File: src/rtl/alu_rv_pkg.sv
// Shared definitions for the rv U-type execution unit: op encodings,
// default datapath width and the U-type immediate expansion.
package alu_rv_pkg;

    localparam int XLEN_DEFAULT = 32;

    typedef enum logic {
        UI_OP_LUI   = 1'b0,
        UI_OP_AUIPC = 1'b1
    } ui_op_e;

    // Returns {imm20, 12'b0} sign-extended to xlen bits, zero above xlen.
    function automatic logic [63:0] u_imm_extend(input logic [19:0] imm20, input int xlen);
        logic [63:0] ext;
        ext = {{32{imm20[19]}}, imm20, 12'h000};
        if (xlen == 32) begin
            ext[63:32] = '0;
        end
        return ext;
    endfunction

endpackage

File: src/rtl/alu_upper_immediate_unit_if.sv
// Valid/ready bundle between decode, the U-type unit and writeback.
interface alu_upper_immediate_unit_if
    import alu_rv_pkg::*;
#(
    parameter int XLEN          = XLEN_DEFAULT,
    parameter int RD_ADDR_WIDTH = 5
);
    logic                     in_valid;
    logic                     in_ready;
    logic                     in_op;
    logic [19:0]              in_imm20;
    logic [XLEN-1:0]          in_pc;
    logic [RD_ADDR_WIDTH-1:0] in_rd;
    logic                     out_valid;
    logic                     out_ready;
    logic [XLEN-1:0]          out_rd_value;
    logic [RD_ADDR_WIDTH-1:0] out_rd;

    modport master (
        output in_valid, in_op, in_imm20, in_pc, in_rd, out_ready,
        input  in_ready, out_valid, out_rd_value, out_rd
    );

    modport slave (
        input  in_valid, in_op, in_imm20, in_pc, in_rd, out_ready,
        output in_ready, out_valid, out_rd_value, out_rd
    );
endinterface

File: src/rtl/alu_rv_pipe_stage.sv
// One valid/ready register slice; loads when empty or draining this cycle,
// and drops its contents on flush.
module alu_rv_pipe_stage #(
    parameter int WIDTH = 8
) (
    input  logic             clock,
    input  logic             reset_n,
    input  logic             flush,
    input  logic             i_valid,
    output logic             o_ready,
    input  logic [WIDTH-1:0] i_data,
    output logic             o_valid,
    input  logic             i_ready,
    output logic [WIDTH-1:0] o_data
);
    logic             r_valid;
    logic [WIDTH-1:0] r_data;
    logic             w_load;

    // Nothing is accepted during flush, so a flushed stage also blocks its upstream.
    assign o_ready = !flush && (!r_valid || i_ready);
    assign w_load  = i_valid && o_ready;

    // NOTE: sequential state uses non-blocking assignments so every register
    // samples pre-edge values regardless of process order.
    always_ff @(posedge clock or negedge reset_n) begin
        if (!reset_n) begin
            r_valid <= 1'b0;
            // NOTE: the payload is reset as well, so no X can reach the result bus.
            r_data  <= '0;
        end else begin
            if (flush) begin
                r_valid <= 1'b0;
            end else if (o_ready) begin
                r_valid <= i_valid;
            end
            if (w_load) begin
                r_data <= i_data;
            end
        end
    end

    assign o_valid = r_valid;
    assign o_data  = r_data;
endmodule

File: src/rtl/alu_upper_immediate_unit.sv
// U-type execution unit (LUI/AUIPC) with a 1- or 2-stage valid/ready pipeline.
// Define ALU_UPPER_IMMEDIATE_PERF_EN to add saturating LUI/AUIPC output counters.
module alu_upper_immediate_unit
    import alu_rv_pkg::*;
#(
    parameter int XLEN          = XLEN_DEFAULT,
    parameter int PIPE_STAGES   = 1,
    parameter int RD_ADDR_WIDTH = 5
) (
    input  logic clock,
    input  logic reset_n,
    input  logic flush,
    alu_upper_immediate_unit_if.slave io_bus
`ifdef ALU_UPPER_IMMEDIATE_PERF_EN
    ,
    output logic [31:0] perf_lui_count,
    output logic [31:0] perf_auipc_count
`endif
);
    localparam int S1_W = 1 + 2 * XLEN + RD_ADDR_WIDTH;

    logic [S1_W-1:0]          w_s1_in;
    logic [S1_W-1:0]          w_s1_out;
    logic                     w_s1_ready;
    logic                     w_s1_valid;
    logic                     w_s1_down_ready;
    logic                     w_s1_op;
    logic [XLEN-1:0]          w_imm;
    logic [XLEN-1:0]          w_s1_imm;
    logic [XLEN-1:0]          w_s1_pc;
    logic [RD_ADDR_WIDTH-1:0] w_s1_rd;
    logic [XLEN-1:0]          w_sum;
    logic [XLEN-1:0]          w_result;
    logic                     w_out_valid;
    logic [XLEN-1:0]          w_out_value;
    logic [RD_ADDR_WIDTH-1:0] w_out_rd;

`ifdef ALU_UPPER_IMMEDIATE_PERF_EN
    logic        w_out_op;
    logic        w_out_fire;
    logic [31:0] r_perf_lui_count;
    logic [31:0] r_perf_auipc_count;
`endif

    assign w_imm   = XLEN'(u_imm_extend(io_bus.in_imm20, XLEN));
    assign w_s1_in = {io_bus.in_op, w_imm, io_bus.in_pc, io_bus.in_rd};

    alu_rv_pipe_stage #(.WIDTH(S1_W)) u_stage1 (
        .clock   (clock),
        .reset_n (reset_n),
        .flush   (flush),
        .i_valid (io_bus.in_valid),
        .o_ready (w_s1_ready),
        .i_data  (w_s1_in),
        .o_valid (w_s1_valid),
        .i_ready (w_s1_down_ready),
        .o_data  (w_s1_out)
    );

    assign {w_s1_op, w_s1_imm, w_s1_pc, w_s1_rd} = w_s1_out;

    // x0 is forced to zero here so the bus never shows a nonzero x0 write.
    assign w_sum    = w_s1_pc + w_s1_imm;
    assign w_result = (w_s1_rd == '0)          ? '0    :
                      (w_s1_op == UI_OP_AUIPC) ? w_sum : w_s1_imm;

    generate
        if (PIPE_STAGES == 2) begin : g_two_stage
`ifdef ALU_UPPER_IMMEDIATE_PERF_EN
            localparam int S2_W = XLEN + RD_ADDR_WIDTH + 1;
`else
            localparam int S2_W = XLEN + RD_ADDR_WIDTH;
`endif
            logic [S2_W-1:0] w_s2_in;
            logic [S2_W-1:0] w_s2_out;

`ifdef ALU_UPPER_IMMEDIATE_PERF_EN
            assign w_s2_in  = {w_s1_op, w_result, w_s1_rd};
            assign w_out_op = w_s2_out[S2_W-1];
`else
            assign w_s2_in  = {w_result, w_s1_rd};
`endif

            alu_rv_pipe_stage #(.WIDTH(S2_W)) u_stage2 (
                .clock   (clock),
                .reset_n (reset_n),
                .flush   (flush),
                .i_valid (w_s1_valid),
                .o_ready (w_s1_down_ready),
                .i_data  (w_s2_in),
                .o_valid (w_out_valid),
                .i_ready (io_bus.out_ready),
                .o_data  (w_s2_out)
            );

            assign {w_out_value, w_out_rd} = w_s2_out[XLEN+RD_ADDR_WIDTH-1:0];
        end else begin : g_one_stage
            assign w_s1_down_ready = io_bus.out_ready;
            assign w_out_valid     = w_s1_valid;
            assign w_out_value     = w_result;
            assign w_out_rd        = w_s1_rd;
`ifdef ALU_UPPER_IMMEDIATE_PERF_EN
            assign w_out_op        = w_s1_op;
`endif
        end
    endgenerate

    // Ready is held low for the whole time reset is asserted.
    assign io_bus.in_ready     = reset_n && w_s1_ready;
    assign io_bus.out_valid    = w_out_valid;
    assign io_bus.out_rd_value = w_out_valid ? w_out_value : '0;
    assign io_bus.out_rd       = w_out_rd;

`ifdef ALU_UPPER_IMMEDIATE_PERF_EN
    assign w_out_fire = w_out_valid && io_bus.out_ready;

    always_ff @(posedge clock or negedge reset_n) begin
        if (!reset_n) begin
            r_perf_lui_count   <= '0;
            r_perf_auipc_count <= '0;
        end else if (w_out_fire) begin
            if (w_out_op == UI_OP_AUIPC) begin
                if (r_perf_auipc_count != 32'hFFFF_FFFF) begin
                    r_perf_auipc_count <= r_perf_auipc_count + 32'd1;
                end
            end else if (r_perf_lui_count != 32'hFFFF_FFFF) begin
                r_perf_lui_count <= r_perf_lui_count + 32'd1;
            end
        end
    end

    assign perf_lui_count   = r_perf_lui_count;
    assign perf_auipc_count = r_perf_auipc_count;
`endif
endmodule

File: src/flat_wrapper.sv
// flat-port wrapper written by rule: the top's interface ports become plain ports
module alu_upper_immediate_unit_flat import alu_rv_pkg::*;
#(
    parameter int XLEN          = XLEN_DEFAULT,
    parameter int PIPE_STAGES   = 1,
    parameter int RD_ADDR_WIDTH = 5
)
  (clock, reset_n, flush, io_bus_in_valid, io_bus_in_op, io_bus_in_imm20, io_bus_in_pc, io_bus_in_rd, io_bus_out_ready, io_bus_in_ready, io_bus_out_valid, io_bus_out_rd_value, io_bus_out_rd);
  alu_upper_immediate_unit_if #(.XLEN(XLEN), .RD_ADDR_WIDTH(RD_ADDR_WIDTH)) io_bus_i ();
  input  logic clock;
  input  logic reset_n;
  input  logic flush;
  input wire logic [$bits(io_bus_i.in_valid)-1:0] io_bus_in_valid;
  input wire logic [$bits(io_bus_i.in_op)-1:0] io_bus_in_op;
  input wire logic [$bits(io_bus_i.in_imm20)-1:0] io_bus_in_imm20;
  input wire logic [$bits(io_bus_i.in_pc)-1:0] io_bus_in_pc;
  input wire logic [$bits(io_bus_i.in_rd)-1:0] io_bus_in_rd;
  input wire logic [$bits(io_bus_i.out_ready)-1:0] io_bus_out_ready;
  output wire logic [$bits(io_bus_i.in_ready)-1:0] io_bus_in_ready;
  output wire logic [$bits(io_bus_i.out_valid)-1:0] io_bus_out_valid;
  output wire logic [$bits(io_bus_i.out_rd_value)-1:0] io_bus_out_rd_value;
  output wire logic [$bits(io_bus_i.out_rd)-1:0] io_bus_out_rd;
  assign io_bus_i.in_valid = io_bus_in_valid;
  assign io_bus_i.in_op = io_bus_in_op;
  assign io_bus_i.in_imm20 = io_bus_in_imm20;
  assign io_bus_i.in_pc = io_bus_in_pc;
  assign io_bus_i.in_rd = io_bus_in_rd;
  assign io_bus_i.out_ready = io_bus_out_ready;
  assign io_bus_in_ready = io_bus_i.in_ready;
  assign io_bus_out_valid = io_bus_i.out_valid;
  assign io_bus_out_rd_value = io_bus_i.out_rd_value;
  assign io_bus_out_rd = io_bus_i.out_rd;
  alu_upper_immediate_unit #(.XLEN(XLEN), .PIPE_STAGES(PIPE_STAGES), .RD_ADDR_WIDTH(RD_ADDR_WIDTH)) u_core (.clock(clock), .reset_n(reset_n), .flush(flush), .io_bus(io_bus_i));
endmodule
File: config.mk
export PLATFORM = sky130hd
export DESIGN_NAME = alu_upper_immediate_unit_flat
export DESIGN_NICKNAME = d
export VERILOG_FILES = /design/src/rtl/alu_rv_pkg.sv /design/src/rtl/alu_upper_immediate_unit_if.sv /design/src/rtl/alu_rv_pipe_stage.sv /design/src/rtl/alu_upper_immediate_unit.sv /design/src/flat_wrapper.sv
export SDC_FILE = /design/constraint.sdc
export NUM_CORES = 1
export LEC_CHECK = 0
export CAP_MARGIN = 20
export CELL_PAD_IN_SITES_DETAIL_PLACEMENT = 1
export CELL_PAD_IN_SITES_GLOBAL_PLACEMENT = 2
export CORE_ASPECT_RATIO = 0.8
export CORE_UTILIZATION = 30
export CTS_CLUSTER_DIAMETER = 200
export CTS_CLUSTER_SIZE = 24
export DETAILED_ROUTE_END_ITERATION = 10
export PLACE_DENSITY_LB_ADDON = 0.1
export SETUP_SLACK_MARGIN = 0.1
export SYNTH_ARGS = -nofsm -noshare
export SYNTH_HDL_FRONTEND = slang
export SYNTH_SLANG_ARGS = --single-unit
export TNS_END_PERCENT = 10
File: constraint.sdc
create_clock -name clock -period 3.7 [get_ports clock]
set_clock_uncertainty 0.05 [all_clocks]
set_input_delay 0.74 -clock clock [delete_from_list [all_inputs] [get_ports clock]]
set_output_delay 0.74 -clock clock [all_outputs]
set_load 0.05 [all_outputs]
Word level (Yosys, flattened, before mapping)
Index checks and enable logic that the tools add are counted.
W data, S select, Z words.
- flip-flop bits (word level): 59
- input port bits: 63
- output and inout port bits: 39
- logic and storage cells: 16
- multiplexer cells: 5
- $add $sub $neg: 1
- reduce and logical (&&, ||, !) cells: 8
- operators by type and width (kind ; number):
    $mux W32 ; 3
    $add A32 B32 Y32 ; 1
    $logic_not A5 Y1 ; 1
    $logic_and A1 B1 Y1 ; 3
    $logic_not A1 Y1 ; 2
    $mux W1 ; 2
    $reduce_bool A2 Y1 ; 1
    $logic_or A1 B1 Y1 ; 1

Longest topological paths before layout
Gate-level depths: netlist of the first run.
- word-level depth: 5
- mapped depth: 10
- gate-level depth less buffers: 10

Modules after synthesis
A second synthesis of the first run with hierarchy kept.
- cells, all modules: 446
- area, all modules: 4724.5 um2
- by module, submodules not included (module ; cells an instance ; area each (um2) ; sequential area each (um2) ; times used):
    alu_rv_pipe_stage ; 153 ; 2687.6 ; 1776.7 ; 1
    alu_upper_immediate_unit ; 293 ; 2037.0 ; 0.0 ; 1

Worst setup path before layout of the first run
Ideal clock, no wire load.
- path type: flip-flop to output port
- start point: register u_core.u_stage1.r_data[21], in the netlist u_core.u_stage1.o_data[21]
- end point: output io_bus_out_rd_value[25]
- buffers on the path: 0
- setup slack: -154 ps
- required time: 2910 ps
- arrival: 3064 ps
- stages on the path, launching flop included: 9
- cell sequence: dfrtp_1 -> ha_1 -> a21o_1 -> a31oi_1 -> a21boi_0 -> a221o_1 -> a31oi_1 -> xor2_1 -> a211oi_1
- longest elaborated chain between the ends: 4
- RTL lines (element ; line ; source):
    from (decl) ; alu_rv_pipe_stage.sv:17 ; logic [WIDTH-1:0] r_data;
    from (signal assigned) ; alu_rv_pipe_stage.sv:38 ; r_data <= i_data;
    $add A32 B32 Y32 ; alu_upper_immediate_unit.sv:63 ; assign w_sum = w_s1_pc + w_s1_imm;
    $mux W32 ; alu_upper_immediate_unit.sv:65 ; (w_s1_op == UI_OP_AUIPC) ? w_sum : w_s1_imm;
    $mux W32 ; alu_upper_immediate_unit.sv:64 ; assign w_result = (w_s1_rd == '0) ? '0 :
    $mux W32 ; alu_upper_immediate_unit.sv:111 ; assign io_bus.out_rd_value = w_out_valid ? w_out_value : '0;
    to (decl) ; flat_wrapper.sv:21 ; output wire logic [$bits(io_bus_i.out_rd_value)-1:0] io_bus_out_rd_value;
No other way between the ends.

Final worst setup path of the first run
- start point: register u_core.u_stage1.r_data[61], in the netlist u_core.u_stage1.o_data[61]
- end point: output io_bus_out_rd_value[31]
Same word-level chain as after synthesis.

==> results.txt, run 1 <==
Hold-fix buffers, CTS = 0
Seq cells post-synth = 59
Final HPWL DP = 7.76 mm
WL/cell = 17.4 µm
max incr delay on CP = 430 ps
Syn Nets = 443
DRC viols = 0
CTS max path bufs = 2
Worst Path Class, Setup = reg -> out
fmax = 274 MHz
Hold Violations, Final = 0
worst ir drop on vdd = 0.000255 V
Cells after Synth = 360
IO Pins = 102
crit-path leading delay family = compound AO/OA/AOI/OAI gates
power per standard cell area = 570 nW/µm²
worst hold-check path type = reg -> reg
final setup vio count = 0
CP Cell Sequence = ha_4, a211o_1, a21oi_2, o21ai_1, a221o_1, o21a_1, or4_4, a21oi_4, buf_12
WP data arrival = 2860 ps
mean post-synth cell area = 10.2 µm²
total power = 3100 µW
post-synth cell types = 46
synth cell count leaders = dfrtp_1, mux2_2, nand2_1
top-count cell post-synth = dfrtp_1
Critical Path Fanout Max = 4
PortBufs = 101
drt via density = 5.08
Routed WL = 10.7 mm
routed vias = 3134
Buf/Inv on CP = 1
Critical Path RT = 2910 ps
CTS tree = yes
total grt overflow = 0
register area = 1480 µm²
worst hold margin = 452 ps
Slew @ Worst Pin = 801 ps
slew margin rel. = 46.6%
DR iter-0 viols = 76
first drt pass iteration count = 4
CTS Root Cell = clkbuf_16
Starting Density = 31.3%
htree depth = 3
GPL Wtd Cong = 0.760
area of the multi-input gates = 2200 µm²
area grow syn2layout = 47.7%
setup TNS = 0 ps
share of the synthesized area in the top cell type = 40.2%
CTS Sinks = 59
Clock Latency Late Sink = 320 ps
fill count = 1287
Final Max Slew Viols = 0
final worst path period share = 98.7%
GRT Overall Usage = 17.5%
Synth warnings = 0
Pleak = 0.00230 µW
die span in x = 126 µm
fraction of layout cells with a size suffix above 1 = 28.6%
minimum clock period after layout = 3650 ps
vias in the first global route = 3422
maxcap violations = 0
total CTS buffers = 9
Post-synth top flop = dfrtp_1
EDFF count, synth = 0
CP endpoint kind = primary output
RSZ-0062 raised after global routing = true
CTS clk-pin slew, worst paths = 50 ps
status = finished, final reports clean
Final ANT Viol Nets = 0
row count = 35
mapped cell area = 3670 µm²
top post-synthesis cells by area = dfrtp_1, mux2_2, ha_1
Crit-path slowest cell = or4_4
area leader, netlist = dfrtp_1
global-route wire length before repair = 17.2 mm
core area = 11700 µm²
CP Launch Type = flip-flop
final net count = 547
largest net degree at the start of global routing = 62
height of the die = 101 µm
register area share after synthesis = 40.2%
Async S/R FF share, synth = 100%
die footprint = 12700 µm²
ant diodes = 0
initial antenna violation count = 0
==> state kept, by name, indices dropped and copies added, names as in the netlist <==
register	count
u_core.u_stage1.o_data	58
u_core.u_stage1.o_valid	1
==> path summary, 6_finish.rpt <==
| kind | startpoint | endpoint | slack [ps] | cells past startpoint |
|---|---|---|---|---|
| max in group asynchronous | reset_n | u_core.u_stage1.o_data[54]$_DFFE_PN0P_ | 2430 | 2 |
| worst min-delay path | u_core.u_stage1.o_data[13]$_DFFE_PN0P_ | u_core.u_stage1.o_data[13]$_DFFE_PN0P_ | 450 | 1 |
| min in group asynchronous | reset_n | u_core.u_stage1.o_data[60]$_DFFE_PN0P_ | 600 | 2 |
| worst min register to register | u_core.u_stage1.o_data[13]$_DFFE_PN0P_ | u_core.u_stage1.o_data[13]$_DFFE_PN0P_ | 450 | 1 |
| worst max register to register | u_core.u_stage1.o_valid$_DFFE_PN0P_ | u_core.u_stage1.o_data[55]$_DFFE_PN0P_ | 1950 | 5 |
| worst max-delay path | u_core.u_stage1.o_data[61]$_DFFE_PN0P_ | io_bus_out_rd_value[31] | 50 | 9 |
==> routing by layer <==
layer	wire length [µm]	vias to the layer above	part of all wire, %	GRT usage [%]
met2	5050	62	47	29.3
met5	0	-	0	0
met3	507	7	4.7	4.88
met4	90	0	0.84	5.10
met1	5110	1543	48	22.0
li1	-	1522	-	-
==> repair_timing <==
action / CTS / global route
resized for setup: 11 / 17
setup endpoints to repair: 4 / 9
pin swaps: 4 / 12
endpoints found under the hold margin: 0 / 0
setup buffers: 1 / 5
==> cell usage in the layout, fill, tap and decap left out, types with 3 or more instances in the layout <==
cell type,netlist,final
clkdlybuf4s50_1,0,82
dfrtp_1,59,59
mux2_2,56,56
buf_4,5,24
nand2_1,23,23
and3_1,21,21
nor2_1,20,20
a21oi_1,17,14
mux2i_1,13,13
nor3_1,12,12
o21ai_0,13,11
buf_12,0,10
ha_1,19,9
clkbuf_16,0,9
a21o_1,7,7
o21a_1,6,6
nand4_1,6,6
inv_1,5,5
o211ai_1,5,5
a31oi_1,6,5
nand3_1,5,5
ha_4,0,5
ha_2,0,5
xnor2_1,4,4
o21ai_1,2,3
xor2_1,3,3
and2_1,4,3
==> through the flow <==
step	area (µm²)	std cells	setup WS (ps)	utilization, %
2_1_floorplan	3680	360	-87.1	-
3_3_place_gp	4920	595	222	41.9
3_5_place_dp	4920	595	184	41.9
4_1_cts	5310	612	2.87	45.2
5_1_grt	5430	617	-70.2	46.3
6_report	5430	617	49.6	46.3
==> cell type report <==
cell class | instances | area share (%)
tap | 148 | 3.41
sequential | 59 | 27.2
inverter | 6 | 0.415
clock buffer | 12 | 4.72
timing repair buffer | 118 | 22.4
clock inverter | 4 | 1.34
multi-input combinational | 270 | 40.5
==> power by group <==
| part | switching, µW | internal, µW |
|---|---|---|
| clock network | 297 | 625 |
| logic | 711 | 618 |
| registers | 90.5 | 755 |
| total | 1100 | 2000 |
==> kinds of logic (layout without fill, tap and decap cells) <==
group	after synthesis	in the layout	share of synthesized area, %
XOR/XNOR	7	7	1.67
AO/OA/AOI/OAI	67	67	11.6
AND/OR/NAND/NOR	107	107	15.0
buffers and inverters	31	140	3.88
flip-flops	59	59	40.2
multiplexers	69	69	20.7
adder cells (fa/ha/maj)	20	20	7.01
Note: power is estimated with default switching activity, not from simulation.
==> run 2: changes to the inputs <==
--- a/config.mk
+++ b/config.mk
@@ -9,13 +9,15 @@
 export CELL_PAD_IN_SITES_DETAIL_PLACEMENT = 1
 export CELL_PAD_IN_SITES_GLOBAL_PLACEMENT = 2
 export CORE_ASPECT_RATIO = 0.8
-export CORE_UTILIZATION = 30
+export CORE_UTILIZATION = 35
 export CTS_CLUSTER_DIAMETER = 200
 export CTS_CLUSTER_SIZE = 24
 export DETAILED_ROUTE_END_ITERATION = 10
 export PLACE_DENSITY_LB_ADDON = 0.1
 export SETUP_SLACK_MARGIN = 0.1
+export SLEW_MARGIN = 25
 export SYNTH_ARGS = -nofsm -noshare
 export SYNTH_HDL_FRONTEND = slang
+export SYNTH_HIERARCHICAL = 1
 export SYNTH_SLANG_ARGS = --single-unit
 export TNS_END_PERCENT = 10
==> constraint.sdc (replaced) <==
create_clock -name clock -period 4.2 [get_ports clock]
set_clock_uncertainty 0.05 [all_clocks]
set_input_delay 0.84 -clock clock [delete_from_list [all_inputs] [get_ports clock]]
set_output_delay 0.84 -clock clock [all_outputs]
set_load 0.05 [all_outputs]
==> run 2 against run 1 <==
Net effect: register-to-register slack gained 520 ps; global-route usage grew 1.7 points; die area grew 10%; clock-buffer cell count shrank 1; critical endpoint is now io_bus_out_rd_value[24].
==> results.txt, run 2 <==
fraction of layout cells with a size suffix above 1 = 26.8% (-1.7 points)
flop2flop setup slack = 2470 ps (+520 ps)
Post-synth top flop = dfrtp_1
placed cell areas = 6080 µm² (+24%)
Final HPWL DP = 9.54 mm (+23%)
Slew @ Worst Pin = 970 ps (+170 ps)
die footprint = 14000 µm² (+10%)
area leader, netlist = dfrtp_1
first drt pass iteration count = 4 (unchanged)
final setup vio count = 0 (unchanged)
PortBufs = 101 (unchanged)
Async S/R FF share, synth = 100% (unchanged)
Clock Latency Late Sink = 330 ps (about the same)
height of the die = 106 µm (+4.9%)
power per standard cell area = 536 nW/µm² (-6.0%)
WL/cell = 17.5 µm (+0.40%)
setup TNS = 0 ps (unchanged)
final worst path period share = 96.8%
slew margin rel. = 35.3% (-11 points)
initial antenna violation count = 0 (unchanged)
die span in x = 132 µm (+4.9%)
status = finished, final reports clean
CTS Sinks = 71 (+20%)
Critical Path RT = 3310 ps (+400 ps)
Largest register FFs = 70 (+21%)
CTS clk-pin slew, worst paths = 60 ps (about the same)
fmax = 246 MHz
core area = 13000 µm² (+11%)
most frequent cells in the layout = clkdlybuf4s50_1, dfrtp_1, mux2_2
ant diodes = 0 (unchanged)
area grow syn2layout = 38.9%
post-synth cell types = 49 (+6.5%)
EDFF count, synth = 0 (unchanged)
mean post-synth cell area = 10.6 µm² (+3.8%)
maxcap violations = 0 (unchanged)
DRC viols = 0 (unchanged)
Critical Path Fanout Max = 3 (-1)
Routed WL = 13.0 mm (+21%)
minimum clock period after layout = 4060 ps
top post-synthesis cells by area = dfrtp_1, mux2_2, ha_1
Synth warnings = 6 (+6)
global-route wire length before repair = 21.1 mm (+23%)
Hold-fix buffers, CTS = 0 (unchanged)
Worst Path Class, Setup = reg -> out
Seq cells post-synth = 71 (+20%)
htree depth = 3 (unchanged)
GPL Wtd Cong = 0.761 (+0.22%)
vias in the first global route = 4056 (+19%)
Final ANT Viol Nets = 0 (unchanged)
total CTS buffers = 9 (unchanged)
GRT Overall Usage = 19.2% (+1.7 points)
share of the synthesized area in the top cell type = 37.6% (-2.6 points)
CTS Root Cell = clkbuf_16
pre-CTS setup slack = 147 ps (-37.6 ps)
worst hold-check path type = reg -> reg
leading cell type in the layout, fill and taps excluded = clkdlybuf4s50_1
IO Pins = 102 (unchanged)
CP Launch Type = flip-flop
DR iter-0 viols = 124 (+63%)
CTS tree = yes
drt via density = 5.07 (-0.11%)
Starting Density = 36.3% (+5.0 points)
worst ir drop on vdd = 0.000230 V (-9.7%)
Hold Violations, Final = 0 (unchanged)
WP data arrival = 3170 ps (+310 ps)
CP endpoint kind = primary output
Cells after Synth = 446 (+24%)
Pleak = 0.00284 µW (+23%)
Final Max Slew Viols = 0 (unchanged)
mapped cell area = 4720 µm² (+29%)
row count = 37 (+5.7%)
largest net degree at the start of global routing = 71 (+15%)
CTS max path bufs = 2 (unchanged)
final net count = 660 (+21%)
total grt overflow = 0 (unchanged)
RSZ-0062 raised after global routing = true
register area share after synthesis = 37.6% (-2.6 points)
synth cell count leaders = dfrtp_1, mux2_2, nor2_1
top-count cell post-synth = dfrtp_1
routed vias = 3780 (+21%)
Finished Cell Area = 6560 µm² (+21%)
setup ws final = 136 ps (+86.8 ps)
run 2: repair_timing:
| item | CTS | global route |
|---|---|---|
| pin swaps | 6 | 10 |
| endpoints found under the setup margin | 12 | 13 |
| buffers inserted | 3 | 5 |
| resized for setup | 8 | 15 |
run 2: area by class of cell:
class / count / area (µm²)
clock buffer: 11 / 243
clock inverter: 5 / 57.6
fill: 1397 / 6440
inverter: 6 / 22.5
multi-input combinational: 362 / 2970
sequential: 71 / 1780
tap: 175 / 219
timing repair buffer: 115 / 1280
run 2: kinds of logic (layout without fill, tap and decap cells):
kind of cell,count (synthesis),count (layout),share of synthesized area [%]
AO/OA/AOI/OAI,104,104,14.2
XOR/XNOR,30,30,5.56
adder cells (fa/ha/maj),32,32,8.63
buffers and inverters,24,137,3.15
flip-flops,71,71,37.6
multiplexers,95,95,22.0
other,1,12,0.0794
AND/OR/NAND/NOR,89,89,8.74
run 2: power breakdown:
| part | switching [µW] | internal (µW) |
|---|---|---|
| sequential | 108 | 801 |
| clock | 290 | 476 |
| combinational | 1010 | 835 |
| total | 1410 | 2110 |
run 2: path summary, 6_finish.rpt:
path                                                        start                                     end  depth (start not counted)
hold / removal             u_core/u_stage1/o_data[24]$_DFFE_PN0P_  u_core/u_stage1/o_data[24]$_DFFE_PN0P_                          1
setup reg to reg              u_core/u_stage1/o_valid$_DFFE_PN0P_  u_core/u_stage1/o_data[54]$_DFFE_PN0P_                          4
hold reg to reg            u_core/u_stage1/o_data[24]$_DFFE_PN0P_  u_core/u_stage1/o_data[24]$_DFFE_PN0P_                          1
min in group asynchronous                                 reset_n  u_core/u_stage1/o_data[44]$_DFFE_PN0P_                          2
setup / recovery            u_core/u_stage1/o_data[5]$_DFFE_PN0P_                 io_bus_out_rd_value[24]                         13
max in group asynchronous                                 reset_n   u_core/u_stage1/o_data[5]$_DFFE_PN0P_                          3
run 2: through the flow:
step | power, µW | util (%) | instances | hold slack, ps
after floorplan | 2100 | - | 457 | 429
after global placement | 2620 | 46.7 | 721 | 447
after detailed placement | 2640 | 46.7 | 721 | 458
after CTS | 3480 | 49.5 | 740 | 469
after global routing | 3740 | 50.5 | 745 | 491
final | 3520 | 50.5 | 745 | 465
run 2: layer usage:
| layer | part of all wire (%) | global-route usage (%) | wire length [µm] | up-vias |
|---|---|---|---|---|
| li1 | - | - | - | 1836 |
| met5 | 0 | 0 | 0 | - |
| met3 | 3.6 | 4.01 | 463 | 10 |
| met2 | 46 | 31.7 | 6050 | 75 |
| met1 | 49 | 25.8 | 6430 | 1859 |
| met4 | 0.64 | 3.99 | 83 | 0 |
run 2: critical path, stage by stage (launching register included):
cell,delay [ps]
dfrtp_1,390
ha_2,210
fa_2,360
a21o_1,230
a221oi_4,310
buf_4,200
nor3_4,50
o21ai_2,180
o21ba_4,200
o21ai_0,110
xor2_1,160
mux2i_1,90
nor2_1,190
buf_12,160
==> run 3: changes to the inputs <==
--- a/config.mk
+++ b/config.mk
@@ -5,11 +5,12 @@
 export SDC_FILE = /design/constraint.sdc
 export NUM_CORES = 1
 export LEC_CHECK = 0
+export ABC_AREA = 1
 export CAP_MARGIN = 20
 export CELL_PAD_IN_SITES_DETAIL_PLACEMENT = 1
 export CELL_PAD_IN_SITES_GLOBAL_PLACEMENT = 2
 export CORE_ASPECT_RATIO = 0.8
-export CORE_UTILIZATION = 35
+export CORE_UTILIZATION = 31
 export CTS_CLUSTER_DIAMETER = 200
 export CTS_CLUSTER_SIZE = 24
 export DETAILED_ROUTE_END_ITERATION = 10
==> run 3 against run 2 <==
Net effect: worst setup slack better by 100 ps; combinational power down 18%; hold slack worse by 140 ps; sequential cell count unchanged; synthesized cell count up 120%; clock power up 13%; critical path depth down 3; first-iteration DRC count rose to 3.2 times the previous value; routed wire length up 74%; clock-buffer cell count down 2; maximum frequency up 2.6%.
==> results.txt, run 3 <==
vias in the first global route = 6268 (+55%)
largest net degree at the start of global routing = 72 (+1.4%)
fmax = 252 MHz (+2.6%)
setup ws final = 239 ps (+103 ps)
EDFF count, synth = 0 (unchanged)
synth cell count leaders = nand2_1, inv_1, nor2_1
most frequent cells in the layout = nand2_1, inv_1, nor2_1
routed vias = 6255 (+65%)
metal3 WL = 1.01 mm (+120%)
ant diodes = 0 (unchanged)
Critical Path RT = 3310 ps (about the same)
WP data arrival = 3070 ps (-100 ps)
total grt overflow = 0 (unchanged)
number of post-CTS setup repair buffers = 0 (-3)
global-route wire length before repair = 35.9 mm (+70%)
top post-synthesis cells by area = dfrtp_1, nand2_1, inv_1
mapped cell area = 6000 µm² (+27%)
met1 WL = 13.2 mm (+110%)
placed cell areas = 7260 µm² (+19%)
PortBufs = 101 (unchanged)
pre-CTS setup slack = 430 ps (+284 ps)
first drt pass iteration count = 4 (unchanged)
GPL Wtd Cong = 0.881 (+16%)
Hold-fix buffers, CTS = 0 (unchanged)
core area = 19000 µm² (+46%)
htree depth = 3 (unchanged)
share of the synthesized area in the top cell type = 29.6% (-8.0 points)
Hold Violations, Final = 0 (unchanged)
Seq cells post-synth = 71 (unchanged)
Largest register FFs = 70 (unchanged)
Synth warnings = 6 (unchanged)
CTS tree = yes
Cells after Synth = 963 (+120%)
setup TNS = 0 ps (unchanged)
row count = 45 (+22%)
area leader, netlist = dfrtp_1
status = finished, final reports clean
maxcap violations = 0 (unchanged)
drt via density = 4.73 (-6.7%)
worst hold margin = 325 ps (-140 ps)
CTS Sinks = 71 (unchanged)
CTS Root Cell = clkbuf_16
minimum clock period after layout = 3960 ps (-103 ps)
Finished Layout Cells = 1322 (+77%)
top-count cell post-synth = nand2_1
Clock Latency Late Sink = 340 ps (about the same)
DR iter-0 viols = 391 (+220%)
Routed WL = 22.7 mm (+74%)
post-synth cell types = 33 (-33%)
worst ir drop on vdd = 0.000258 V (+12%)
final net count = 1154 (+75%)
initial antenna violation count = 0 (unchanged)
CTS max path bufs = 2 (unchanged)
met2 WL = 8.24 mm (+36%)
die footprint = 19900 µm² (+43%)
IO Pins = 102 (unchanged)
WL/cell = 17.2 µm (-1.8%)
slew margin rel. = 45.6% (+10 points)
mean post-synth cell area = 6.23 µm² (-41%)
final setup vio count = 0 (unchanged)
placed cell count = 1306 (+81%)
Worst Path Class, Setup = reg -> out
Slew @ Worst Pin = 816 ps (-155 ps)
Pleak = 0.00447 µW (+58%)
fraction of layout cells with a size suffix above 1 = 6.86% (-20 points)
Final HPWL DP = 17.7 mm (+85%)
CTS clk-pin slew, worst paths = 70 ps (about the same)
CP endpoint kind = primary output
DRC viols = 0 (unchanged)
RSZ-0062 raised after global routing = false
total CTS buffers = 9 (unchanged)
Final Max Slew Viols = 0 (unchanged)
Post-synth top flop = dfrtp_1
register area share after synthesis = 29.6% (-8.0 points)
GRT Overall Usage = 24.0% (+4.8 points)
Finished Cell Area = 7610 µm² (+16%)
Final ANT Viol Nets = 0 (unchanged)
CP Launch Type = flip-flop
Starting Density = 31.6% (-4.7 points)
worst hold-check path type = in -> async
height of the die = 126 µm (+19%)
power per standard cell area = 430 nW/µm² (-20%)
area grow syn2layout = 26.9%
Async S/R FF share, synth = 100% (unchanged)
Critical Path Fanout Max = 4 (+1)
die span in x = 158 µm (+19%)
final worst path period share = 94.3% (-2.4 points)
max layer used = met4
leading cell type in the layout, fill and taps excluded = nand2_1
run 3: layer usage:
metal	vias up	global-route usage (%)
met5	-	0
met4	0	4.68
met3	13	3.59
met2	130	30.8
met1	2928	40.4
li1	3184	-
run 3: report_power, final:
group	internal (µW)	total, µW	switching, µW
combinational	499	1510	1010
clock	529	868	339
sequential	786	891	105
run 3: timing repair:
action | CTS | global route
gates resized for setup | 1 | 10
hold endpoints to repair | 0 | 0
setup endpoints to repair | 5 | 10
run 3: final cells by class:
type / instances / area, µm²
timing repair buffer: 113 / 1130
clock buffer: 9 / 225
sequential: 71 / 1780
clock inverter: 7 / 104
tap: 258 / 323
multi-input combinational: 713 / 3490
inverter: 151 / 567
fill: 2491 / 11400
run 3: logic make-up after synthesis:
group	synth area share (%)
compound gates	4.59
xor+xnor	2.19
fa+ha+maj	6.80
buf+inv	12.9
flops	29.6
other cells	0.0625
simple gates	43.8
run 3: path summary, 6_finish.rpt:
check                                                       start                                      to  slack, ps  depth (start not counted)
hold / removal                                            reset_n  u_core/u_stage1/o_data[26]$_DFFE_PN0P_        320                          1
max in group asynchronous                                 reset_n   u_core/u_stage1/o_data[0]$_DFFE_PN0P_       2720                          2
min in group clock          u_core/u_stage1/o_data[5]$_DFFE_PN0P_   u_core/u_stage1/o_data[5]$_DFFE_PN0P_        440                          2
setup / recovery           u_core/u_stage1/o_data[37]$_DFFE_PN0P_                 io_bus_out_rd_value[14]        240                         10
setup reg to reg              u_core/u_stage1/o_valid$_DFFE_PN0P_  u_core/u_stage1/o_data[56]$_DFFE_PN0P_       2240                          5
hold reg to reg             u_core/u_stage1/o_data[5]$_DFFE_PN0P_   u_core/u_stage1/o_data[5]$_DFFE_PN0P_        440                          2
run 3: worst max-delay path: stages, from the launching register on:
cell and delay, ps:
dfrtp_1 400, ha_1 280, fa_1 470, nand2_1 120
nand3_2 90, nand2_1 90, nand2_2 100, xor2_1 160
o21ai_1 110, inv_1 100, clkdlybuf4s50_1 800
run 3: per-stage QoR:
stage | total power, µW | util, %
floorplan | 1880 | -
global placement | 2390 | 38.3
detailed placement | 2410 | 38.3
CTS | 3290 | 40.0
global route | 3490 | 40.1
finish | 3270 | 40.1
==> variant (config.mk and constraints of run 3) <==
`RD_ADDR_WIDTH` is set to 5 in 3 places; all go to 4.
--- a/src/rtl/alu_upper_immediate_unit_if.sv
+++ b/src/rtl/alu_upper_immediate_unit_if.sv
@@ -3,7 +3,7 @@
     import alu_rv_pkg::*;
 #(
     parameter int XLEN          = XLEN_DEFAULT,
-    parameter int RD_ADDR_WIDTH = 5
+    parameter int RD_ADDR_WIDTH = 4
 );
     logic                     in_valid;
     logic                     in_ready;
--- a/src/rtl/alu_upper_immediate_unit.sv
+++ b/src/rtl/alu_upper_immediate_unit.sv
@@ -5,7 +5,7 @@
 #(
     parameter int XLEN          = XLEN_DEFAULT,
     parameter int PIPE_STAGES   = 1,
-    parameter int RD_ADDR_WIDTH = 5
+    parameter int RD_ADDR_WIDTH = 4
 ) (
     input  logic clock,
     input  logic reset_n,
--- a/src/flat_wrapper.sv
+++ b/src/flat_wrapper.sv
@@ -3,7 +3,7 @@
 #(
     parameter int XLEN          = XLEN_DEFAULT,
     parameter int PIPE_STAGES   = 1,
-    parameter int RD_ADDR_WIDTH = 5
+    parameter int RD_ADDR_WIDTH = 4
 )
   (clock, reset_n, flush, io_bus_in_valid, io_bus_in_op, io_bus_in_imm20, io_bus_in_pc, io_bus_in_rd, io_bus_out_ready, io_bus_in_ready, io_bus_out_valid, io_bus_out_rd_value, io_bus_out_rd);
   alu_upper_immediate_unit_if #(.XLEN(XLEN), .RD_ADDR_WIDTH(RD_ADDR_WIDTH)) io_bus_i ();
Interface: changed (resized io_bus_in_rd and io_bus_out_rd); port bits go from 102 to 100. The function was not compared with the original's and may differ.
==> variant against run 3 <==
  * Maximum frequency fell by 0.15%
  * Routed wire length fell by 2.1%
  * Sequential cell count fell by 1
  * Worst setup slack got worse by 0.0058 ns
  * Synthesized cell count fell by 0.83%
  * Power fell by 1.7%
  * Final area fell by 1.2%
  * Hold slack improved by 0.10 ns
  * Non-clock buffer count rose by 1
  * Clock power barely moved
  * Area after synthesis fell by 1.7%
==> variant: results (changes against run 3) <==
post-DP HPWL=17.1 mm (-3.3%); status=completed; Fill cells=2424 (-2.7%); Switching Share=44.4% (-0.14 points); clock network power share=27.1% (+0.6 points); Arr. time, crit path=3.08 ns (about the same); Clock buf/inv share=4.29% (-0.031 points); Cell Pwr Density=427 mW/mm^2 (-0.54%); share of cells above drive strength 1=5.96% (-0.90 points); Worst Hold Class=flop to flop; met2 Use GR=31.7% (+0.91 points); met1 Use GR=40.3% (-0.10 points); Final Instance Area=0.00752 mm^2 (-1.2%); multi-input gate share of total cell area=45.7% (-0.14 points); R2R Setup Slk=2.12 ns (-0.12 ns); M1 wire length=12.8 mm (-3.1%); fraction of cell area in non-clock buffers=15.1% (+0.25 points); relative slew slack=45.0% (-0.53 points); Non-Clock Buffer Count=114 (+0.88%); leak pwr=4.52 nW (+1.3%); top cells by count, synth=nand2_1, inv_1, nor2_1, nand4_1, dfrtp_1; Max Freq=252 MHz (-0.15%); sequential power=0.878 mW (-1%); R2R Path End=u_core/u_stage1/o_data[11]; Vias=6250 (-0.080%)
-- variant: cell count changes after synthesis, moves of 3 or more --
cell,delta
buf_4,+3
nor2_2,-3
o21ai_1,+3
o21ai_2,-3
-- variant: worst max-delay path by stage --
| stage | to | slack (ns) | depth (start not counted) |
|---|---|---|---|
| after global placement | io_bus_out_rd_value[27] | 0.39 | 12 |
| final | io_bus_out_rd_value[11] | 0.23 | 10 |
| after floorplan | io_bus_out_rd_value[2] | 0.94 | 4 |
| after CTS | io_bus_out_rd_value[25] | 0.10 | 12 |
| after global routing | io_bus_out_rd_value[27] | 0.11 | 12 |
| after detailed placement | io_bus_out_rd_value[24] | 0.38 | 12 |
-- variant: cell families after synthesis --
family                     Yosys count  synth area share (%)
AOI/OAI and AO/OA                   46                  4.31
xor gates and xnor gates            15                  2.23
adders and majority gates           32                  6.92
buffers and inverters              188                  12.9
DFF                                 70                  29.7
other                                1                0.0636
and+or+nand+nor                    603                  43.9
